<file path="src/rtl/seq_det_pkg.sv">
// Shared types for the serial pattern-detector slice.
// Serializer state encoding and bit-order selectors.
package seq_det_pkg;

    typedef enum logic {
        SER_IDLE,
        SER_SHIFT
    } ser_state_t;

    localparam bit SER_MSB_FIRST = 1'b1;
    localparam bit SER_LSB_FIRST = 1'b0;

endpackage

</file>
<file path="src/rtl/bit_serializer.sv">
// Parallel-to-serial stage with a one-word holding register.
// Shifts WIDTH-bit words out one bit per bit_tick, gapless back-to-back.
module bit_serializer
    import seq_det_pkg::*;
#(
    parameter int WIDTH     = 8,
    parameter bit MSB_FIRST = SER_MSB_FIRST,
    parameter bit IDLE_BIT  = 1'b0
) (
    input  logic             clk,
    input  logic             rst,
    input  logic             bit_tick,
    input  logic             s_valid,
    output logic             s_ready,
    input  logic [WIDTH-1:0] s_data,
    output logic             ser_out,
    output logic             ser_valid,
    output logic             word_done,
    output logic             busy
);

    localparam int CW = $clog2(WIDTH);
    localparam logic [CW-1:0] LAST = CW'(WIDTH - 1);

    ser_state_t       state, state_n;
    logic [WIDTH-1:0] hold, hold_n;
    logic [WIDTH-1:0] shreg, shreg_n;
    logic             hold_full, hold_full_n;
    logic [CW-1:0]    bitcnt, bitcnt_n;
    logic             ser_out_n;
    logic             ser_valid_n;
    logic             word_done_n;
    logic             load;

    always_ff @(posedge clk or posedge rst) begin
        if (rst) begin
            state     <= SER_IDLE;
            hold      <= '0;
            shreg     <= '0;
            hold_full <= 1'b0;
            bitcnt    <= '0;
            ser_out   <= IDLE_BIT;
            ser_valid <= 1'b0;
            word_done <= 1'b0;
        end else begin
            state     <= state_n;
            hold      <= hold_n;
            shreg     <= shreg_n;
            hold_full <= hold_full_n;
            bitcnt    <= bitcnt_n;
            ser_out   <= ser_out_n;
            ser_valid <= ser_valid_n;
            word_done <= word_done_n;
        end
    end

    always_comb begin
        state_n     = state;
        hold_n      = hold;
        shreg_n     = shreg;
        hold_full_n = hold_full;
        bitcnt_n    = bitcnt;
        ser_out_n   = ser_out;
        ser_valid_n = ser_valid;
        word_done_n = 1'b0;
        load        = 1'b0;

        if (bit_tick) begin
            unique case (state)
                SER_IDLE: begin
                    load = hold_full;
                end
                SER_SHIFT: begin
                    if (bitcnt != '0) begin
                        bitcnt_n = bitcnt - 1'b1;
                        if (MSB_FIRST) begin
                            shreg_n   = {shreg[WIDTH-2:0], 1'b0};
                            ser_out_n = shreg[WIDTH-2];
                        end else begin
                            shreg_n   = {1'b0, shreg[WIDTH-1:1]};
                            ser_out_n = shreg[1];
                        end
                    end else begin
                        word_done_n = 1'b1;
                        if (hold_full) begin
                            load = 1'b1;
                        end else begin
                            state_n     = SER_IDLE;
                            ser_out_n   = IDLE_BIT;
                            ser_valid_n = 1'b0;
                        end
                    end
                end
                default: state_n = SER_IDLE;
            endcase
        end

        // Load and accept are mutually exclusive: accept needs hold empty.
        if (load) begin
            state_n     = SER_SHIFT;
            shreg_n     = hold;
            hold_full_n = 1'b0;
            bitcnt_n    = LAST;
            ser_valid_n = 1'b1;
            ser_out_n   = MSB_FIRST ? hold[WIDTH-1] : hold[0];
        end

        if (s_valid && s_ready) begin
            hold_n      = s_data;
            hold_full_n = 1'b1;
        end
    end

    assign s_ready = !hold_full && !rst;
    assign busy    = (state == SER_SHIFT) || hold_full;

endmodule

</file>
<file path="config.mk">
export PLATFORM = sky130hd
export DESIGN_NAME = bit_serializer
export DESIGN_NICKNAME = d
export VERILOG_FILES = /design/src/rtl/seq_det_pkg.sv /design/src/rtl/bit_serializer.sv
export SDC_FILE = /design/constraint.sdc
export NUM_CORES = 1
export LEC_CHECK = 0
export CAP_MARGIN = 30
export CORE_ASPECT_RATIO = 1.25
export CORE_MARGIN = 3
export CORE_UTILIZATION = 41
export DETAILED_ROUTE_END_ITERATION = 8
export MAX_ROUTING_LAYER = met4
export PLACE_DENSITY = 0.67
export SYNTH_ARGS = -nofsm -noshare
export SYNTH_HDL_FRONTEND = slang
export SYNTH_SLANG_ARGS = --single-unit
</file>
<file path="constraint.sdc">
create_clock -name clk -period 1.47 [get_ports clk]
set_input_delay 0.294 -clock clk [delete_from_list [all_inputs] [get_ports clk]]
set_output_delay 0.294 -clock clk [all_outputs]
set_load 0.01 [all_outputs]
</file>
## Word level (Yosys, flattened, before mapping)

Index checks and enable logic that the tools add are counted.

| cells by class | value |
|---|---|
| add/subtract/negate cells | 1 |
| eq/ne operators | 3 |
| multiplexer cells | 30 |
| bitwise operators | 1 |
| reduce and logical (&&, ||, !) cells | 13 |

Operators with widths:

| kind | count |
|---|---|
| $mux 7 | 4 |
| $mux 1 | 21 |
| $mux 3 | 4 |
| $reduce_bool 2->1 | 4 |
| $reduce_and 3->1 | 2 |
| $reduce_and 4->1 | 1 |
| $ne 3x1->1 const B | 1 |
| $reduce_bool 3->1 | 1 |
| $sub 3x1->3 const B | 1 |
| $logic_and 1x1->1 | 2 |
| $logic_not 1->1 | 2 |
| $ne 2x1->1 const B | 1 |
| $ne 2x2->1 const B | 1 |
| $pmux 1 s2 | 1 |
| $logic_or 1x1->1 | 1 |
| $not 1->1 | 1 |

| storage, ports and cells | value |
|---|---|
| flip-flop bits (word level) | 23 |
| input bits | 12 |
| output and inout bits | 5 |
| logic and storage cells | 56 |

## Depth between registers and ports, before layout

| logic depth | value |
|---|---|
| word-level depth | 6 |
| depth in mapped cells | 5 |
| depth with buffers taken out | 5 |

## Worst setup path after synthesis

Ideal clock, no wire load.

| timing path | value |
|---|---|
| path kind | flip-flop to flip-flop |
| from | register bitcnt[0] |
| to | register bitcnt[2] |
| setup time | 0.127 ns |
| data arrival time | 1.251 ns |
| required time | 1.343 ns |
| setup slack | 0.092 ns |
| stages on the path, launching flop included | 6 |
| buffers on the path | 0 |
| period minus slack after synthesis | 1.378 ns |
| cell sequence | dfrtp_1 inv_1 ha_1 or3b_2 o211ai_1 o21ai_0 |

| between the ends | value |
|---|---|
| longest elaborated chain between the ends | 6 |
| elaborated cells between the ends (all ways) | 13 |
| classes of those cells | add/sub (1); mux (7); reduce/logical (5) |

RTL lines:

| item | RTL line | source |
|---|---|---|
| from (decl) | bit_serializer.sv:29 | `logic [CW-1:0] bitcnt, bitcnt_n;` |
| from (signal assigned) | bit_serializer.sv:50 | `bitcnt <= bitcnt_n;` |
| $reduce_bool 3->1 | bit_serializer.sv:74 | `if (bitcnt != '0) begin` |
| $mux 1 | bit_serializer.sv:74 |  |
| $pmux 1 s2 | bit_serializer.sv:69 | `unique case (state)` |
| $mux 1 | bit_serializer.sv:68 | `if (bit_tick) begin` |
| $reduce_bool 2->1 (no line) | - |  |
| $reduce_and 3->1 (no line) | - |  |

Parallel ways exist; a longest one is shown, timed or not. The select of a mux whose other input is x is not followed.
A chain may end at the register's enable or synchronous reset.

## Final worst setup path

| timing path | value |
|---|---|
| from | register hold_full |
| to | output port busy |

| between the ends | value |
|---|---|
| longest elaborated chain between the ends | 1 |

RTL lines:

| item | RTL line | source |
|---|---|---|
| from (decl) | bit_serializer.sv:28 | `logic hold_full, hold_full_n;` |
| from (signal assigned) | bit_serializer.sv:49 | `hold_full <= hold_full_n;` |
| $logic_or 1x1->1 | bit_serializer.sv:115 | `assign busy = (state == SER_SHIFT) \|\| hold_full;` |
| to (decl) | bit_serializer.sv:19 | `output logic busy` |

No other way between the ends.

==> results by group <==
Yosys
  – Share of the synthesized area in the top cell type: 0.5293
  – Compound-Gate Fraction of Synth Area: 0.1657
  – Ys async rst share: 1.000
  – Mux contribution to synthesized area: 0.1105
  – Yosys top cell by area: dfrtp_1
  – Sequential element share of the synthesized area: 0.5293
  – Netlist Area Pre-Place: 0.001087 sq mm
  – Avg Cell Area, Syn: 12.50 sq um
  – Most common library cells after synthesis: dfrtp_1 (23), inv_1 (16), mux2_4 (8)
  – Post-Synthesis Cells: 87
  – Commonest register cell after synthesis: dfrtp_1
  – Netlist cell types: 30
  – Synth warn: 0
  – Register bit count reported by yosys: 23
  – Post-synth EDFFs: 0
  – Largest family of logic cells by synthesized area: compound AO/OA/AOI/OAI gates
  – Ranking of synthesized cells by area: dfrtp_1 (53%), mux2_4 (11%), inv_1 (5.5%)
  – Post-Synth Adder-Cell Area: 0.02301
  – Simple-gate portion of the synthesized area: 0.08516
  – Most frequent cell after synthesis: dfrtp_1
  – XOR/XNOR share of the synthesized area: 0
  – Syn_nets: 101

Cells and area
  – Final nets: 130
  – Diode count: 0
  – Synthesis-to-layout area growth: 29.00%
  – Final instance area: 0.001403 sq mm
  – Layout cell share with drive strength beyond 1: 0.3304

Timing
  – Min Tclk post-route: 1.399 ns
  – Final Max Tran Viols: 0
  – Setup violations, final: 0
  – WHS: 0.3414 ns
  – Fmax: 0.7147 GHz
  – Period utilization: 0.9519
  – Max-slew headroom: 0.7890
  – Worst-Margin Slew: 0.3164 ns
  – Final Hold Violating Endpoints: 0
  – Final clock skew: 0.005763 ns

Global routing
  – Overflow after GRT: 0
  – Pin count of the biggest net entering global routing: 24
  – First-pass GRT wire length: 3553 um
  – Global Route Usage Sum: 0.1487
  – Vias in the first global route: 793
  – Initial antenna violation count: 0

CTS
  – H-tree depth: 1
  – Max Root-Sink Buffers: 2
  – Hold buffers post-CTS: 0
  – CTS tree: built
  – CTS Sinks: 23
  – Cts bufs inserted: 3
  – Root buffer cell: clkbuf_4
  – Clock latency at the later pin of the worst-skew pair: 0.31 ns
  – Worst-path clk slew: 0.12 ns

Power and ir drop
  – Tot Pwr: 2.472 mW
  – Register share of total power: 0.424
  – Leak: 0.6710 nW
  – Pwr/cell area: 1763 mW/mm^2
  – NetSw: 0.8103 mW
  – VDD IR max: 0.001018 V
  – Clock power frac: 0.116
  – Switching part of the total: 0.3277
  – P_int: 1.662 mW
  – Logic pwr share: 0.460

Critical path
  – Critical R2R Launch: bitcnt[1]
  – R2r setup slk: 0.09 ns
  – Critical Path RT: 1.18 ns
  – Register-to-Register Path Depth: 5
  – Crit path launch type: register
  – Reg2reg end: shreg[5]
  – Critical Path End Type: output pin
  – Worst Path Arrival: 1.11 ns
  – Worst Path Max Fanout: 3
  – WS Path Type: reg2out

Placed design
  – Placer Congestion: 0.7437
  – Hpwl dp: 1466 um
  – Post-DP Area: 0.001350 sq mm
  – Buffers added on ports: 16

Worst hold path
  – HP Class: in2async

Detailed routing
  – Vias per cell: 5.135
  – Vias: 760
  – Drt drc: 0
  – Detail Route Antenna Nets: 0
  – Wire length per cell: 13.72 um
  – Iter 0 DRT Violations: 20
  – Drt pass-1 iters: 4
  – Final WL: 2031 um

Floorplan
  – IO Pins: 17
  – Die height: 63.58 um
  – Die width: 52.06 um
  – Core region area: 0.002477 sq mm
  – Die area: 0.003310 sq mm
  – Initial core utilization: 0.4389
  – Site Rows: 20

Run
  – Max-cap violations: 0

Run status
  – Status: finished clean
[worst max path at each step]
stage | start | to | slack, ns | cells past startpoint
after floorplan | bitcnt[0] | bitcnt[2] | 0.09 | 5
after global placement | rst | s_ready | -0.19 | 3
after detailed placement | rst | s_ready | -0.24 | 3
after CTS | hold_full | s_ready | 0.0008 | 2
after global routing | bitcnt[1] | shreg[5] | -0.001 | 5
final | hold_full | busy | 0.07 | 2
[per-stage QoR]
stage | instances | setup slack (ns) | TNS (ns) | utilization
finish | 148 | 0.07072 | 0 | 0.5662
global route | 148 | -0.001267 | -0.001267 | 0.5662
CTS | 148 | 0.0008129 | 0 | 0.5581
detailed placement | 144 | -0.2361 | -2.262 | 0.5449
global placement | 144 | -0.1924 | -1.656 | 0.5449
floorplan | 87 | 0.09193 | 0 | -
[layout make-up]
class / count / area (sq um)
clock buffers: 4 / 26.28
flip-flops and latches: 23 / 575.6
fillers: 209 / 1075
repair buffers: 27 / 251.5
well taps: 33 / 41.29
multi-input cells: 45 / 447.9
inverters: 16 / 60.06
[per-layer routing]
metal | vias to the layer above | share of wire | global-route usage
met5 | - | 0 | -
met4 | 0 | 0.017 | 0.06885
met3 | 4 | 0.037 | 0.02837
met2 | 16 | 0.53 | 0.2374
met1 | 381 | 0.42 | 0.1773
li1 | 359 | - | -
[worst max-delay path, stage by stage (launching register included)]
cell	delay, ns
dfrtp_1	0.41
or2_4	0.26
buf_6	0.12
[power groups by stage]
| stage | registers, mW | clock network, mW | logic [mW] |
|---|---|---|---|
| after floorplan | 1.05 | 0 | 0.734 |
| after global placement | 1.05 | 0 | 1.05 |
| after detailed placement | 1.06 | 0 | 1.09 |
| after CTS | 1.05 | 0.303 | 1.10 |
| after global routing | 1.09 | 0.328 | 1.25 |
| final | 1.05 | 0.287 | 1.14 |
[cells in the final DEF (no fill, tap or decap), types with 2 or more instances in the layout]
master	synthesis	layout
clkdlybuf4s50_1	0	11
inv_2	0	2
dfrtp_1	23	23
nor2_1	2	2
buf_4	0	9
nand2_1	3	3
inv_1	16	14
clkbuf_4	0	3
a222oi_1	5	5
buf_6	3	2
o21ai_0	4	4
dlygate4sd2_1	0	3
mux2_4	8	8
[registers in the layout, indices dropped and copies added, names as in the netlist]
signal,cells
hold,8
shreg,7
bitcnt,3
hold_full,1
ser_out,1
ser_valid,1
state,1
word_done,1
[kinds of logic (layout without fill, tap and decap cells)]
group,count (synthesis),count (layout)
multiplexers,8,8
AND/OR/NAND/NOR,15,15
AO/OA/AOI/OAI,20,20
flip-flops,23,23
adder cells (fa/ha/maj),2,2
buffers and inverters,19,47
[timing repair]
item	CTS	global route
endpoints found under the setup margin	8	8
resized for setup	13	7
endpoints found under the hold margin	0	0
pin swaps	1	2
buffers inserted	0	0
No activity file was read; power rests on OpenSTA's default activity.
==> variant 1: new RTL, config.mk and constraints unchanged <==
`IDLE_BIT`: 1'b0 -> 1'b1.
--- a/src/rtl/bit_serializer.sv
+++ b/src/rtl/bit_serializer.sv
@@ -5,7 +5,7 @@
 #(
     parameter int WIDTH     = 8,
     parameter bit MSB_FIRST = SER_MSB_FIRST,
-    parameter bit IDLE_BIT  = 1'b0
+    parameter bit IDLE_BIT  = 1'b1
 ) (
     input  logic             clk,
     input  logic             rst,
Formal check against the unedited RTL: not equivalent (a bounded check fails within 4 cycles, from zero or initial values and one cycle with rst high).
==> variant 1 against the original RTL <==
  * Sequential power about the same
  * Utilization rose by 0.23 points
  * Area after synthesis rose by 1.0%
  * First-iteration DRC count is 35% higher
  * Final area increased by 1.4%
  * Power is 0.53% higher
  * Die area up 0.94%
  * Routed wire length about the same
  * Sequential cell count did not move
  * Setup slack worse by 0.013 ns
==> variant 1: results (changes against the original RTL) <==
diodes: 0  # unchanged
wl_per_cell_um: 13.3  # -3.2%
via_count: 751  # -1.2%
instances_no_fill: 153  # +3.4%
r2r_end: "shreg[6]"
clock_path_buffers: 2  # unchanged
synth_commonest_cells: "dfrtp_1, inv_1, mux2_4, a222oi_1, o21ai_0"
met3_usage_pct: 2.80  # -0.040 points
wl_met3_um: 52  # -31%
synth.distinct_cells: 30  # unchanged
cp-endpoint: "ser_out"
met1_usage_pct: 15.3  # -2.4 points
numCtsBuffers: 3  # unchanged
seq_area_frac_synth_pct: 52.5  # -0.43 points
drt_iter0_drc: 27  # +35%
synth_cells: 88  # +1.1%
cpLargestDelayFamily: "flip-flops"
port_buffers: 16  # unchanged
gr-usage-met2_pct: 22.4  # -1.4 points
period_needed_ns: 1.41  # +0.0131 ns
drt-pass1-iter-count: 5  # +1
synthAdderAreaFrac_pct: 2.28  # -0.024 points
cp-startpoint: "ser_out"
insertion_delay_ns: 0.31  # about the same
synth_warnings: 0  # unchanged
synth.area.mux_share_pct: 10.9  # -0.11 points
reg_top3: "hold: 8 flops, shreg: 7 flops, bitcnt: 3 flops"
p_leak_nw: 0.682  # +1.7%
synth_xor_area_share_pct: 0  # unchanged
max_stage_delay_ns: 0.55  # +0.14 ns
antenna_found_initial: 0  # unchanged
synthArstFlopShare_pct: 100  # unchanged
syn_nets: 102  # +0.99%
cp_slowest_cell: "dfstp_2"
drive_gt1_share_pct: 36.7  # +3.6 points
status: "finished clean"
grt_util_all_layers_pct: 13.7  # -1.1 points
skew_ns: 0.00647  # +0.000702 ns
pre_cts_slack_ns: -0.230  # +0.00636 ns
dp_hpwl_um: 1400  # -4.6%
ff2ff_path_depth: 5  # unchanged
tightest_slew_ns: 0.290  # -0.0268 ns
grt_pass1_wl_um: 3320  # -6.6%
grt_pass1_vias: 803  # +1.3%
wl_met2_um: 1050  # -1.4%
drt-met1-wl_um: 888  # +4.2%
crit_path_max_fanout: 2  # -1
min_path_type: "primary input to async pin"
placed_cells: 144  # unchanged
synth-compound-area-share_pct: 17.3  # +0.74 points
htreeDepth: 1  # unchanged
holdWs_ns: 0.358  # +0.0170 ns
rr_startpoint: "hold_full"
place_area_mm2: 0.00135  # -0.37%
r2r_slack_ns: 0.08
place_congestion: 0.776  # +4.3%
vdd_ir_drop_max_uv: 864  # -15%
synth.area.top_cells: "dfrtp_1, mux2_4, inv_1"
grt_max_degree: 24  # unchanged
## variant 1: area by class of cell
type / count / area (µm²)
clock inverters: 1 / 5.00
well taps: 33 / 41.3
inverters: 17 / 63.8
clock buffers: 3 / 22.5
fillers: 214 / 1080
flip-flops and latches: 23 / 577
repair buffers: 30 / 251
multi-input cells: 46 / 462
## variant 1: where the power goes
group	internal [mW]	total [mW]	switching, mW
sequential	0.912	1.05	0.139
clock	0.102	0.292	0.190
combinational	0.649	1.14	0.494
## variant 1: per-stage QoR
step                      util, %  total power, mW
after floorplan                 -             1.78
after global placement       53.8             2.09
after detailed placement     53.8             2.13
after CTS                    55.2             2.44
after global routing         56.9             2.69
final                        56.9             2.49
## variant 1: repair_timing
| item | 4_1_cts | 5_1_grt |
|---|---|---|
| endpoints found under the setup margin | 11 | 15 |
| resized for setup | 12 | 5 |
| setup buffers | 1 | 3 |
| cloned | 0 | 1 |
| pin swaps | 1 | 4 |
